===== src/rtl/turn_scheduler.sv =====
// Turn sequencer for a two-player drop game: alternates turns, issues drop
// requests to the board datapath, counts consecutive timeouts and decides the winner.
module turn_scheduler #(
    parameter int MAX_MISSES   = 3,
    parameter int FIRST_PLAYER = 0
) (
    input  logic       clk,
    input  logic       rst_n,
    input  logic       start,
    input  logic       p1_move_valid,
    input  logic       p2_move_valid,
    input  logic [2:0] p1_col,
    input  logic [2:0] p2_col,
    input  logic       timer_timeout,
    output logic       timer_enable,
    output logic       timer_reset,
    output logic       drop_req,
    output logic [2:0] drop_col,
    output logic       drop_player,
    input  logic       drop_ack,
    input  logic       drop_ok,
    input  logic       win_detect,
    input  logic       board_full,
    output logic       current_player,
    output logic       invalid_move,
    output logic       game_over,
    output logic [1:0] winner,
    output logic [2:0] p1_misses,
    output logic [2:0] p2_misses
);

    typedef enum logic [2:0] {
        IDLE      = 3'd0,
        TURN_WAIT = 3'd1,
        DROP      = 3'd2,
        CHECK     = 3'd3,
        SWITCH    = 3'd4,
        GAME_OVER = 3'd5
    } state_t;

    localparam logic [2:0] MAX_M = 3'(MAX_MISSES);
    localparam logic       FIRST = 1'(FIRST_PLAYER);

    state_t     state;
    logic       cur_move;
    logic [2:0] cur_col;
    logic [2:0] cur_miss;
    logic [2:0] miss_inc;

    // Only the player on turn is listened to; the other strobe is dropped here.
    assign cur_move = current_player ? p2_move_valid : p1_move_valid;
    assign cur_col  = current_player ? p2_col : p1_col;
    assign cur_miss = current_player ? p2_misses : p1_misses;
    assign miss_inc = (cur_miss == 3'd7) ? 3'd7 : cur_miss + 3'd1;

    always_ff @(posedge clk) begin
        if (!rst_n) begin
            state          <= IDLE;
            timer_enable   <= 1'b0;
            timer_reset    <= 1'b0;
            drop_req       <= 1'b0;
            drop_col       <= 3'd0;
            drop_player    <= 1'b0;
            current_player <= 1'b0;
            invalid_move   <= 1'b0;
            game_over      <= 1'b0;
            winner         <= 2'b00;
            p1_misses      <= 3'd0;
            p2_misses      <= 3'd0;
        end else begin
            timer_reset  <= 1'b0;
            invalid_move <= 1'b0;
            case (state)
                IDLE, GAME_OVER: begin
                    if (start) begin
                        state          <= TURN_WAIT;
                        current_player <= FIRST;
                        p1_misses      <= 3'd0;
                        p2_misses      <= 3'd0;
                        winner         <= 2'b00;
                        game_over      <= 1'b0;
                        timer_reset    <= 1'b1;
                        timer_enable   <= 1'b1;
                    end
                end
                TURN_WAIT: begin
                    // A move in the same cycle as a timeout takes priority.
                    if (cur_move) begin
                        drop_col     <= cur_col;
                        drop_player  <= current_player;
                        drop_req     <= 1'b1;
                        timer_enable <= 1'b0;
                        state        <= DROP;
                    end else if (timer_timeout) begin
                        timer_enable <= 1'b0;
                        if (current_player) p2_misses <= miss_inc;
                        else                p1_misses <= miss_inc;
                        if (miss_inc == MAX_M) begin
                            state     <= GAME_OVER;
                            game_over <= 1'b1;
                            winner    <= current_player ? 2'b01 : 2'b10;
                        end else begin
                            state <= SWITCH;
                        end
                    end
                end
                DROP: begin
                    if (drop_ack) begin
                        drop_req <= 1'b0;
                        if (drop_ok) begin
                            if (current_player) p2_misses <= 3'd0;
                            else                p1_misses <= 3'd0;
                            state <= CHECK;
                        end else begin
                            // Retry keeps the running turn timer: no timer_reset.
                            invalid_move <= 1'b1;
                            timer_enable <= 1'b1;
                            state        <= TURN_WAIT;
                        end
                    end
                end
                CHECK: begin
                    if (win_detect) begin
                        winner    <= current_player ? 2'b10 : 2'b01;
                        game_over <= 1'b1;
                        state     <= GAME_OVER;
                    end else if (board_full) begin
                        winner    <= 2'b11;
                        game_over <= 1'b1;
                        state     <= GAME_OVER;
                    end else begin
                        state <= SWITCH;
                    end
                end
                SWITCH: begin
                    current_player <= ~current_player;
                    timer_reset    <= 1'b1;
                    timer_enable   <= 1'b1;
                    state          <= TURN_WAIT;
                end
                default: state <= IDLE;
            endcase
        end
    end

endmodule


===== config.mk =====
export PLATFORM = sky130hd
export DESIGN_NAME = turn_scheduler
export DESIGN_NICKNAME = d
export VERILOG_FILES = /design/src/rtl/turn_scheduler.sv
export SDC_FILE = /design/constraint.sdc
export NUM_CORES = 1
export LEC_CHECK = 0
export ABC_AREA = 1
export CORE_UTILIZATION = 30
export DETAILED_ROUTE_END_ITERATION = 12
export GPL_ROUTABILITY_DRIVEN = 0
export SLEW_MARGIN = 20
export SYNTH_ARGS = -nofsm -noshare
export SYNTH_HDL_FRONTEND = slang
export SYNTH_SLANG_ARGS = --single-unit
export TNS_END_PERCENT = 5

===== constraint.sdc =====
create_clock -name clk -period 2.3 [get_ports clk]
set_clock_uncertainty 0.1 [all_clocks]
set_input_delay 0.46 -clock clk [delete_from_list [all_inputs] [get_ports clk]]
set_output_delay 0.46 -clock clk [all_outputs]
set_load 0.1 [all_outputs]

==> results list, run 1 <==
- The count of nets left with antenna violations once routing finished came out at 0.
* Final slew viol count: 0
- Outcome: finished, final reports clean
- The average instance in the mapped netlist occupies 6.52 sq um.
- Routed wire length on met2: 1.33 mm
- Root Buffer: sky130_fd_sc_hd__clkbuf_8
* Number of max-capacitance violations reported: 0
- Counting flops with a built-in enable in the synthesized netlist gives 0.
- Maximum number of pins on one net before global-route repair: 15
- Synthesis inferred 21 register bits.
* Number of buffers inserted during clock tree synthesis: 3
- Rel. slew slack: 76.4%
- For this design the static power due to leakage is 0.744 nW.
- Setup repair after global routing left no endpoint under its margin.
- Number of nets at the end of the flow: 233
- TritonCTS built the clock tree.
* Via count of the first global-routing pass: 1,143
- The detailed router finished its first iteration with 25 violations.
- Total power for the finished layout comes to 2.08 mW.
- Horizontal die dimension: 64.4 um
- Summing every instance area after synthesis gives 1170 sq um.
* Maximum level of the CTS H-tree: 1
- The critical path in this run is classified as reg -> reg.
* # IOs: 34
- Power density over the cells: 1340 nW/um^2
* Number of core rows: 22
* Path category of the worst min-delay check: reg -> reg
- Total GRT Usage: 15.7%
- Timing would allow up to 526 MHz.
- The tree built by TritonCTS fans out to 21 sinks.
- Average via count per standard cell: 4.59
- For the final routed database, the setup TNS stands at 0 ps.
- In the finished design, the share of the clock period the worst path needs comes to 82.7%.
- Hold violation count in the final report: 0
* Share of async-settable or async-resettable flops after synthesis: 0%
* Residual DRC count: 0
* # hold bufs at CTS: 0
- The die is 64.4 um tall.
* Gates resized, CTS repair: 0
* Post-route minimum period: 1900 ps
- Port buffering added 33 buffers.
- 0 antenna diodes ended up in the layout.
- Kind of start point of the critical path: flop
- Detail-routed net length per standard cell: 11.1 um
* Total length of routed met3 wires: 120 um
* Initial Utilization: 31.6%
* Slew at the pin closest to its max-slew limit: 350 ps
* Flip-flop cell with the highest count after synthesis: sky130_fd_sc_hd__dfxtp_1
- Post-Synthesis Net Count: 196
* Overall via count from detail_route: 1,206
* Number of failing setup endpoints in the final timing report: 0
* Detailed-router iteration count before antenna repair: 4
- The die covers 4140 sq um.
- IR analysis of the VDD net gives a maximum drop of 0.615 mV.
- The first global-routing pass estimated 5.13 mm of wire.
- The clock reaches the later pin of the worst-skew pair after 260 ps.
- Worst endpoint required time: 2360 ps
* Fraction of final layout cells with drive strength greater than 1: 20.0%
- Metal-1 WL: 1.44 mm
- Synth Instances: 179
- Core region area: 3690 sq um
* Total of warnings raised by yosys: 0
- The area growth from synthesis to layout is 33.1%.
- Critical Path End Type: flop
- Data arrives at the worst endpoint at 1960 ps.
* Top routing layer in use: met4
- Final Routed Wirelength: 2.91 mm
- For this run, the register share of the synthesized area comes to 36.0%.
* Total setup buffers inserted after CTS: 0
- Remaining global-route overflow: 0
- DP Wirelength: 2.16 mm
- In this run the worst path has a maximum fanout of 14.
* Number of antenna violations at the first check in global routing: 0
- Clock slew seen by the registers of the worst setup and hold paths: 80 ps
- Synthesis instantiated 25 different standard cells from the library.
- Number of buffers between clock root and the deepest sink: 2
## logic make-up (layout without fill, tap and decap cells)
family,count (synthesis),after routing,share of synthesized area (%)
buf+inv,24,60,8.57
simple gates,98,98,37.9
flops,21,21,36.0
compound gates,35,35,16.4
fa+ha+maj,1,1,1.07
## final cells by class
type | instances | area (sq um)
clock inverters | 1 | 5.00
repair buffers | 35 | 300
clock buffers | 3 | 41.3
inverters | 21 | 78.8
multi-input cells | 134 | 647
fillers | 400 | 2130
well taps | 48 | 60.1
flip-flops and latches | 21 | 422
## where the power goes
group / leakage (nW) / switching [mW] / total, mW / internal (mW)
Clock: 0.0255 / 0.122 / 0.243 / 0.121
Sequential: 0.173 / 0.0774 / 0.536 / 0.458
Combinational: 0.545 / 0.991 / 1.30 / 0.313
Total: 0.744 / 1.19 / 2.08 / 0.892
## worst paths after layout
kind | start | endpoint | slack [ps] | depth (start not counted)
max | current_player$_SDFFE_PN0P_ | winner[1]$_SDFFE_PN0P_ | 400 | 9
min | game_over$_SDFFE_PN0P_ | game_over$_SDFFE_PN0P_ | 390 | 2
max reg2reg | current_player$_SDFFE_PN0P_ | winner[1]$_SDFFE_PN0P_ | 400 | 9
min reg2reg | game_over$_SDFFE_PN0P_ | game_over$_SDFFE_PN0P_ | 390 | 2
## placed cells by master (no fill, tap or decap), drive strengths merged
cell type / n
dfxtp: 21
inv: 21
nor2: 30
nand4: 2
a22oi: 2
ha: 1
clkinv: 1
a21oi: 14
o31ai: 1
clkbuf: 3
o21a: 1
nand3b: 1
clkdlybuf4s50: 15
a31oi: 4
o22ai: 1
nand2: 56
o21ai: 12
nor3: 1
buf: 20
nand3: 8
## worst max-delay path, cell delays in order, from the launching register on
cell,delay (ps)
sky130_fd_sc_hd__dfxtp_2,500
sky130_fd_sc_hd__inv_1,90
sky130_fd_sc_hd__nand2_1,90
sky130_fd_sc_hd__nand2_1,70
sky130_fd_sc_hd__ha_1,290
sky130_fd_sc_hd__nand3_1,100
sky130_fd_sc_hd__o21ai_1,330
sky130_fd_sc_hd__nand3_1,120
sky130_fd_sc_hd__nand2_1,70
sky130_fd_sc_hd__nor2_1,30
## per-layer routing
| layer | GRT usage [%] | up-vias |
|---|---|---|
| met3 | 2.86 | 4 |
| met1 | 21.6 | 525 |
| li1 | - | 649 |
| met4 | 5.00 | 0 |
| met2 | 24.6 | 28 |
| met5 | 0 | - |
## synthesized netlist by cell type, types with 4 or more instances
| cell | instances | area share, % |
|---|---|---|
| sky130_fd_sc_hd__a31oi_1 | 4 | 2.1 |
| sky130_fd_sc_hd__inv_2 | 5 | 1.6 |
| sky130_fd_sc_hd__dfxtp_1 | 21 | 36 |
| sky130_fd_sc_hd__nand2_1 | 50 | 16 |
| sky130_fd_sc_hd__nand3_1 | 7 | 3.0 |
| sky130_fd_sc_hd__inv_1 | 16 | 5.1 |
| sky130_fd_sc_hd__nor2_2 | 4 | 2.1 |
| sky130_fd_sc_hd__o21ai_0 | 11 | 4.7 |
| sky130_fd_sc_hd__nand2_2 | 4 | 2.1 |
| sky130_fd_sc_hd__a21oi_1 | 14 | 6.0 |
| sky130_fd_sc_hd__nor2_1 | 24 | 7.7 |
## per-stage QoR
step,std cells,area (sq um),setup WS [ps],hold WS (ps),util [%]
floorplan,179,1170,152,417,-
global placement,259,1510,391,359,40.9
detailed placement,259,1510,395,365,40.9
CTS,263,1550,373,388,42.1
global route,263,1550,154,436,42.1
finish,263,1550,398,389,42.1
## sequential cells by signal, summed over array words and instances, names as in the netlist
name / flops
drop_player: 1
timer_reset: 1
game_over: 1
p2_misses: 3
drop_req: 1
state: 3
invalid_move: 1
winner: 2
drop_col: 3
timer_enable: 1
current_player: 1
p1_misses: 3
Note: power is estimated with default switching activity, not from simulation.
==> run 2: changes to the inputs <==
clock period = 1.93 ns   (was 2.3 ns; I/O delays follow)
==> run 2 against run 1 <==
  * First-iteration DRC count increased by 84%
  * Hold slack improved by 36 ps
  * Largest cell class unchanged
  * Via count increased by 2.5%
  * Highest routed layer unchanged
  * Final area increased by 16%
  * Power increased by 35%
  * Critical path depth unchanged
  * Register-to-register slack got worse by 120 ps
  * Die area unchanged
==> results list, run 2 (synthesis results as in run 1) <==
- The flow ran to the end, and the final reports show no timing, DRC or antenna violations.
- The core box area was 3690 sq um (unchanged).
- The initial antenna violation count is 0 (unchanged).
- Combined area of the multi-input logic cells: 651 sq um (+0.58%)
- Number of nets at the end of the flow: 235 (+0.86%)
- Kind of start point of the critical path: flop
- Gates resized, CTS repair: 0 (unchanged)
* Number of cells on the critical path: 9 (unchanged)
- Total GRT Usage: 15.5% (-0.28 points)
- Number of buffers inserted during clock tree synthesis: 3 (unchanged)
- Via count of the first global-routing pass: 1,123 (-1.7%)
- The total length of routed wires was 2.85 mm (-2.2%).
- The min-delay analysis places its worst path in the category reg -> reg.
- Maximum ir drop on the vdd rail: 0.709 mV (+15%)
- The max-slew violation count was 0 (unchanged).
- Clock slew seen by the registers of the worst setup and hold paths: 90 ps (about the same)
* Antenna-violating nets left: 0 (unchanged)
- Top delay family on crit path: simple AND/OR/NAND/NOR gates
* Number of core rows: 22 (unchanged)
* Hold violation count in the final report: 0 (unchanged)
- On the critical path, the stage with the largest delay is an instance of sky130_fd_sc_hd__dfxtp_4.
- The final clock period utilization by the worst path is 85.5% (+2.8 points).
- Maximum level of the CTS H-tree: 1 (unchanged)
* Wire length of the first global-routing pass: 5.01 mm (-2.4%)
- TritonCTS built the clock tree.
* Root Buffer: sky130_fd_sc_hd__clkbuf_8
- The worst endpoint required time is 1990 ps (-370 ps).
- Lkg Pwr: 0.810 nW (+8.9%)
* DP Wirelength: 2.21 mm (+2.2%)
* Fraction of final layout cells with drive strength greater than 1: 23.0% (+3.0 points)
* Critical setup path kind: reg -> reg
- The overall die area was 4140 sq um (unchanged).
- Critical Path End Type: flop
- The maximum operating frequency is 606 MHz (+15%).
* Accumulated negative setup slack: 0 ps (unchanged)
- The total power density per cell area came to 1550 nW/um^2 (+16%).
- Sequential cell area: 429 sq um (+1.8%)
* Count of inserted antenna diode cells: 0 (unchanged)
- The largest fanout on the critical path is 5 (-9).
- WP data arrival: 1710 ps (-250 ps)
* FF-to-FF path depth: 9 (unchanged)
* Slew at the pin closest to its max-slew limit: 326 ps (-23.9 ps)
* Commonest cells after routing, fill and taps aside: sky130_fd_sc_hd__nand2_1, sky130_fd_sc_hd__nor2_1, sky130_fd_sc_hd__buf_12
- The width of the die came to 64.4 um (unchanged).
* Post-route minimum period: 1650 ps (-252 ps)
- From synthesis to final layout, the design area changed by 54.9%.
* Overall via count from detail_route: 1,236 (+2.5%)
- Number of buffers between clock root and the deepest sink: 2 (unchanged)
- Crit-path cells: inv_1 -> nand2_1 -> nand2_1 -> ha_1 -> nand3_1 -> o21ai_2 -> nand3_1 -> nand2_1 -> nor2_1
- Filler Cell Count: 372 (-7.0%)
- Maximum number of pins on one net before global-route repair: 14 (-1)
- Number of max-capacitance violations reported: 0 (unchanged)
* # IOs: 34 (unchanged)
* Num Clock Sinks: 21 (unchanged)
- The first-pass detailed-route iteration total is 4 (unchanged).
* Remaining global-route overflow: 0 (unchanged)
- Average via count per standard cell: 4.66 (+1.7%)
- Worst hold path depth: 2 (unchanged)
- The worst-case hold slack is 425 ps (+35.6 ps).
- Port Buf Inserts: 33 (unchanged)
- Maximum cell stage delay along the critical path: 390 ps (-110 ps)
* Residual DRC count: 0 (unchanged)
- The initial core utilization came to 31.6% (unchanged).
- Setup repair after global routing left no endpoint under its margin.
- Clock Latency Late Sink: 270 ps (about the same)
- The detailed-route wire length per cell was 10.8 um (-2.9%).
* Die height: 64.4 um (unchanged)
* Total setup buffers inserted after CTS: 0 (unchanged)
* Rel. slew slack: 78.2% (+1.8 points)
- The number of hold buffers added after CTS is 0 (unchanged).
* Commonest non-fill, non-tap cell in the layout: sky130_fd_sc_hd__nand2_1
* Drt initial violations: 46 (+84%)
- Most frequent CP cell: sky130_fd_sc_hd__nand2_1
* WP buf/inv: 1 (unchanged)
* Number of failing setup endpoints in the final timing report: 0 (unchanged)
* Post-layout total power: 2.81 mW (+35%)
-- run 2: changes by cell type in the layout (fill, tap and decap cells not counted), moves of 3 or more --
cell                      change
sky130_fd_sc_hd__buf_12      +18
sky130_fd_sc_hd__buf_4       -16
sky130_fd_sc_hd__dfxtp_1      -4
sky130_fd_sc_hd__dfxtp_2      +3
-- run 2: area by class of cell --
cell class	count	area share [%]
multi-input combinational	134	36.0
timing repair buffer	37	29.9
sequential	21	23.7
inverter	21	4.36
tap	48	3.32
clock buffer	3	2.28
clock inverter	1	0.415
-- run 2: through the flow --
step	std cells	utilization, %	area, sq um	setup slack, ps
finish	265	49.0	1810	280
global route	265	49.0	1810	124
CTS	265	49.0	1810	303
detailed placement	261	47.7	1760	134
global placement	261	47.7	1760	138
floorplan	179	-	1180	16.7
-- run 2: where the power goes --
part	switching, mW	internal (mW)	total (mW)
clock	0.161	0.146	0.307
sequential	0.140	0.554	0.694
combinational	1.18	0.624	1.81
total	1.48	1.32	2.81
-- run 2: worst min-delay path: cells and delay by family (launching register included) --
kind	cells	cell delay, ps
DFF	1	350
AOI/OAI and AO/OA	2	140
-- run 2: path summary, 6_finish.rpt --
path | slack, ps | endpoint | start
setup / recovery | 280 | winner[1]$_SDFFE_PN0P_ | current_player$_SDFFE_PN0P_
setup reg to reg | 280 | winner[1]$_SDFFE_PN0P_ | current_player$_SDFFE_PN0P_
hold / removal | 420 | drop_req$_SDFFE_PN0P_ | drop_req$_SDFFE_PN0P_
hold reg to reg | 420 | drop_req$_SDFFE_PN0P_ | drop_req$_SDFFE_PN0P_
-- run 2: routing by layer --
metal / part of all wire, % / GRT usage, % / vias up
met4: 2.8 / 7.78 / 0
met2: 42 / 22.4 / 34
met5: 0 / 0 / -
met1: 50 / 21.5 / 543
met3: 5.3 / 3.04 / 7
li1: - / - / 652
==> run 3: changes to the inputs <==
DONT_BUFFER_PORTS = 1   (was not set)
SLEW_MARGIN = 10   (was 20)
==> run 3 against run 2 <==
  * First-iteration DRC count fell by 28%
  * Flip-flop and latch count unchanged
  * Final area down 22%
  * Global-route usage decreased by 0.45 points
  * Cell count down 6.4%
  * Critical path type unchanged
  * Critical endpoint unchanged
==> results list, run 3 (synthesis results as in run 1) <==
* Horizontal die dimension: 64.4 um (unchanged)
- Critical setup path kind: reg -> reg
- Cell internal power dissipation: 1.05 mW (-20%)
- The overall die area is 4140 sq um (unchanged).
- The proportion of total power due to net switching is 57.3% (+4.5 points).
- CTS placed an instance of sky130_fd_sc_hd__clkbuf_8 at the clock tree root.
- Power density over the cells: 1750 nW/um^2 (+12%)
* Post-route core utilization: 38.4% (-11 points)
- Number of max-capacitance violations reported: 0 (unchanged)
- Portion of total power attributed to sequential cells: 25.5% (+0.8 points)
- The total length of routed wires was 2.89 mm (+1.5%).
* Number of antenna violations at the first check in global routing: 0 (unchanged)
- WP data arrival: 1800 ps (+90 ps)
* Clock Latency Late Sink: 270 ps (about the same)
- The overall die height is 64.4 um (unchanged).
* Number of failing setup endpoints in the final timing report: 0 (unchanged)
- The final antenna-violating net count was 0 (unchanged).
- Unrepaired setup endpoints after global routing: no
- Post-placement cell count: 244 (-6.5%)
- The clock buffer count from CTS is 3 (unchanged).
- # IOs: 34 (unchanged)
- The sum of negative setup slack was 0 ps (unchanged).
* Core region area: 3690 sq um (unchanged)
* Fraction of power consumed by combinational cells: 62.6% (-1.8 points)
* Portion of the clock cycle consumed by the worst path in the final layout: 90.4% (+4.9 points)
- # hold bufs at CTS: 0 (unchanged)
- The library cell used most frequently in the layout, excluding fill and tap cells, is sky130_fd_sc_hd__nand2_1.
- Clock share of power: 11.9% (+1.0 points)
- Outcome: finished, final reports clean
* Wire length of the first global-routing pass: 4.86 mm (-2.9%)
- The count of routing violations after the opening detailed-route iteration was 33 (-28%).
- The number of global-route vias before repair was 1,065 (-5.2%).
- The overall fraction of global-route tracks in use was 15.0% (-0.45 points).
- The maximum operating frequency came to 573 MHz (-5.5%).
- Gates resized, CTS repair: 0 (unchanged)
- Detailed-router iteration count before antenna repair: 4 (unchanged)
- Maximum level of the CTS H-tree: 1 (unchanged)
- The final critical delay including setup and external delays was 1750 ps (+95.5 ps).
- TritonCTS clock tree: built
- Hold violation count in the final report: 0 (unchanged)
- The net switching power of the design came to 1.42 mW (-4.5%).
* Detail-routed net length per standard cell: 11.7 um (+8.5%)
* Commonest cells after routing, fill and taps aside: sky130_fd_sc_hd__nand2_1, sky130_fd_sc_hd__nor2_1, sky130_fd_sc_hd__buf_4
- The count of antenna diodes in the layout is 0 (unchanged).
- The CTS clock-pin slew for the worst setup and hold paths is 80 ps (about the same).
* Number of core rows: 22 (unchanged)
- The maximum number of pins on one net before global-route repair is 17 (+3).
- The total grt overflow is 0 (unchanged).
- Number of nets at the end of the flow: 218 (-7.2%)
* Maximum ir drop on the vdd rail: 0.751 mV (+6.0%)
- Compared with the post-synthesis result, the final layout area differs by 21.2%.
- The remaining routing DRC violations came to 0 (unchanged).
- The number of sinks handled by clock tree synthesis is 21 (unchanged).
- The worst max-slew margin expressed relative to the limit came to 76.7% (-1.5 points).
* Total setup buffers inserted after CTS: 0 (unchanged)
- The initial core utilization was 31.6% (unchanged).
- STA classifies the critical path startpoint as a flop.
* Number of buffers between clock root and the deepest sink: 2 (unchanged)
* Final slew viol count: 0 (unchanged)
- Post-layout total power: 2.47 mW (-12%)
- Slew at the pin closest to its max-slew limit: 349 ps (+22.6 ps)
- Overall via count from detail_route: 1,177 (-4.8%)
* Average via count per standard cell: 4.75 (+1.8%)
* DP Wirelength: 2.22 mm (+0.32%)
- Minimum setup slack among reg-to-reg paths: 180 ps (-100 ps)
- Final cell count without fillers: 248 (-6.4%)
* Path category of the worst min-delay check: in -> reg
* Critical Path End Type: flop
- Port Buf Inserts: 0 (-100%)
- The layout cell share with drive strength beyond 1 is 24.0% (+0.96 points).
- The worst endpoint required time came to 1990 ps (about the same).
* Lkg Pwr: 0.688 nW (-15%)
* CP Max Fanout: 8 (+3)
-- run 3: critical path, cell delays in order, from the launching register on --
cell and delay, ps:
sky130_fd_sc_hd__dfxtp_4 380, sky130_fd_sc_hd__inv_1 110, sky130_fd_sc_hd__nand2_1 100, sky130_fd_sc_hd__nand2_1 70, sky130_fd_sc_hd__ha_1 300, sky130_fd_sc_hd__nand3_1 120
sky130_fd_sc_hd__o21ai_2 250, sky130_fd_sc_hd__nand3_1 110, sky130_fd_sc_hd__nand2_1 70, sky130_fd_sc_hd__nor2_1 30
-- run 3: per-stage QoR --
stage / hold slack, ps / instance area [sq um] / worst slack (ps)
after floorplan: 399 / 1180 / 16.7
after global placement: 372 / 1370 / 301
after detailed placement: 366 / 1370 / 219
after CTS: 126 / 1420 / 202
after global routing: 122 / 1420 / 19.5
final: 131 / 1420 / 184
-- run 3: final cells by class --
| type | count | area, sq um |
|---|---|---|
| fill | 417 | 2270 |
| timing repair buffer | 20 | 150 |
| multi-input combinational | 134 | 651 |
| tap | 48 | 60.1 |
| sequential | 21 | 429 |
| clock buffer | 3 | 41.3 |
| inverter | 21 | 78.8 |
| clock inverter | 1 | 5.00 |
-- run 3: path summary, 6_finish.rpt --
path,start,to,depth (start not counted)
min,rst_n,p2_misses[2]$_SDFFE_PN0P_,2
min reg2reg,game_over$_SDFFE_PN0P_,game_over$_SDFFE_PN0P_,2
max reg2reg,current_player$_SDFFE_PN0P_,winner[1]$_SDFFE_PN0P_,9
max,current_player$_SDFFE_PN0P_,winner[1]$_SDFFE_PN0P_,9
-- run 3: power by group through the flow --
stage	combinational (mW)	sequential [mW]	clock (mW)
finish	1.55	0.630	0.294
floorplan	0.548	1.36	0
CTS	1.55	0.630	0.303
global route	1.67	0.645	0.326
global placement	1.54	0.642	0
detailed placement	1.55	0.639	0
-- run 3: metal layers --
layer | vias to the layer above | track usage [%] | part of all wire, %
li1 | 620 | - | -
met1 | 506 | 19.1 | 45
met2 | 46 | 24.3 | 46
met3 | 5 | 3.39 | 7.7
met4 | 0 | 5.83 | 1.6
met5 | - | 0 | 0
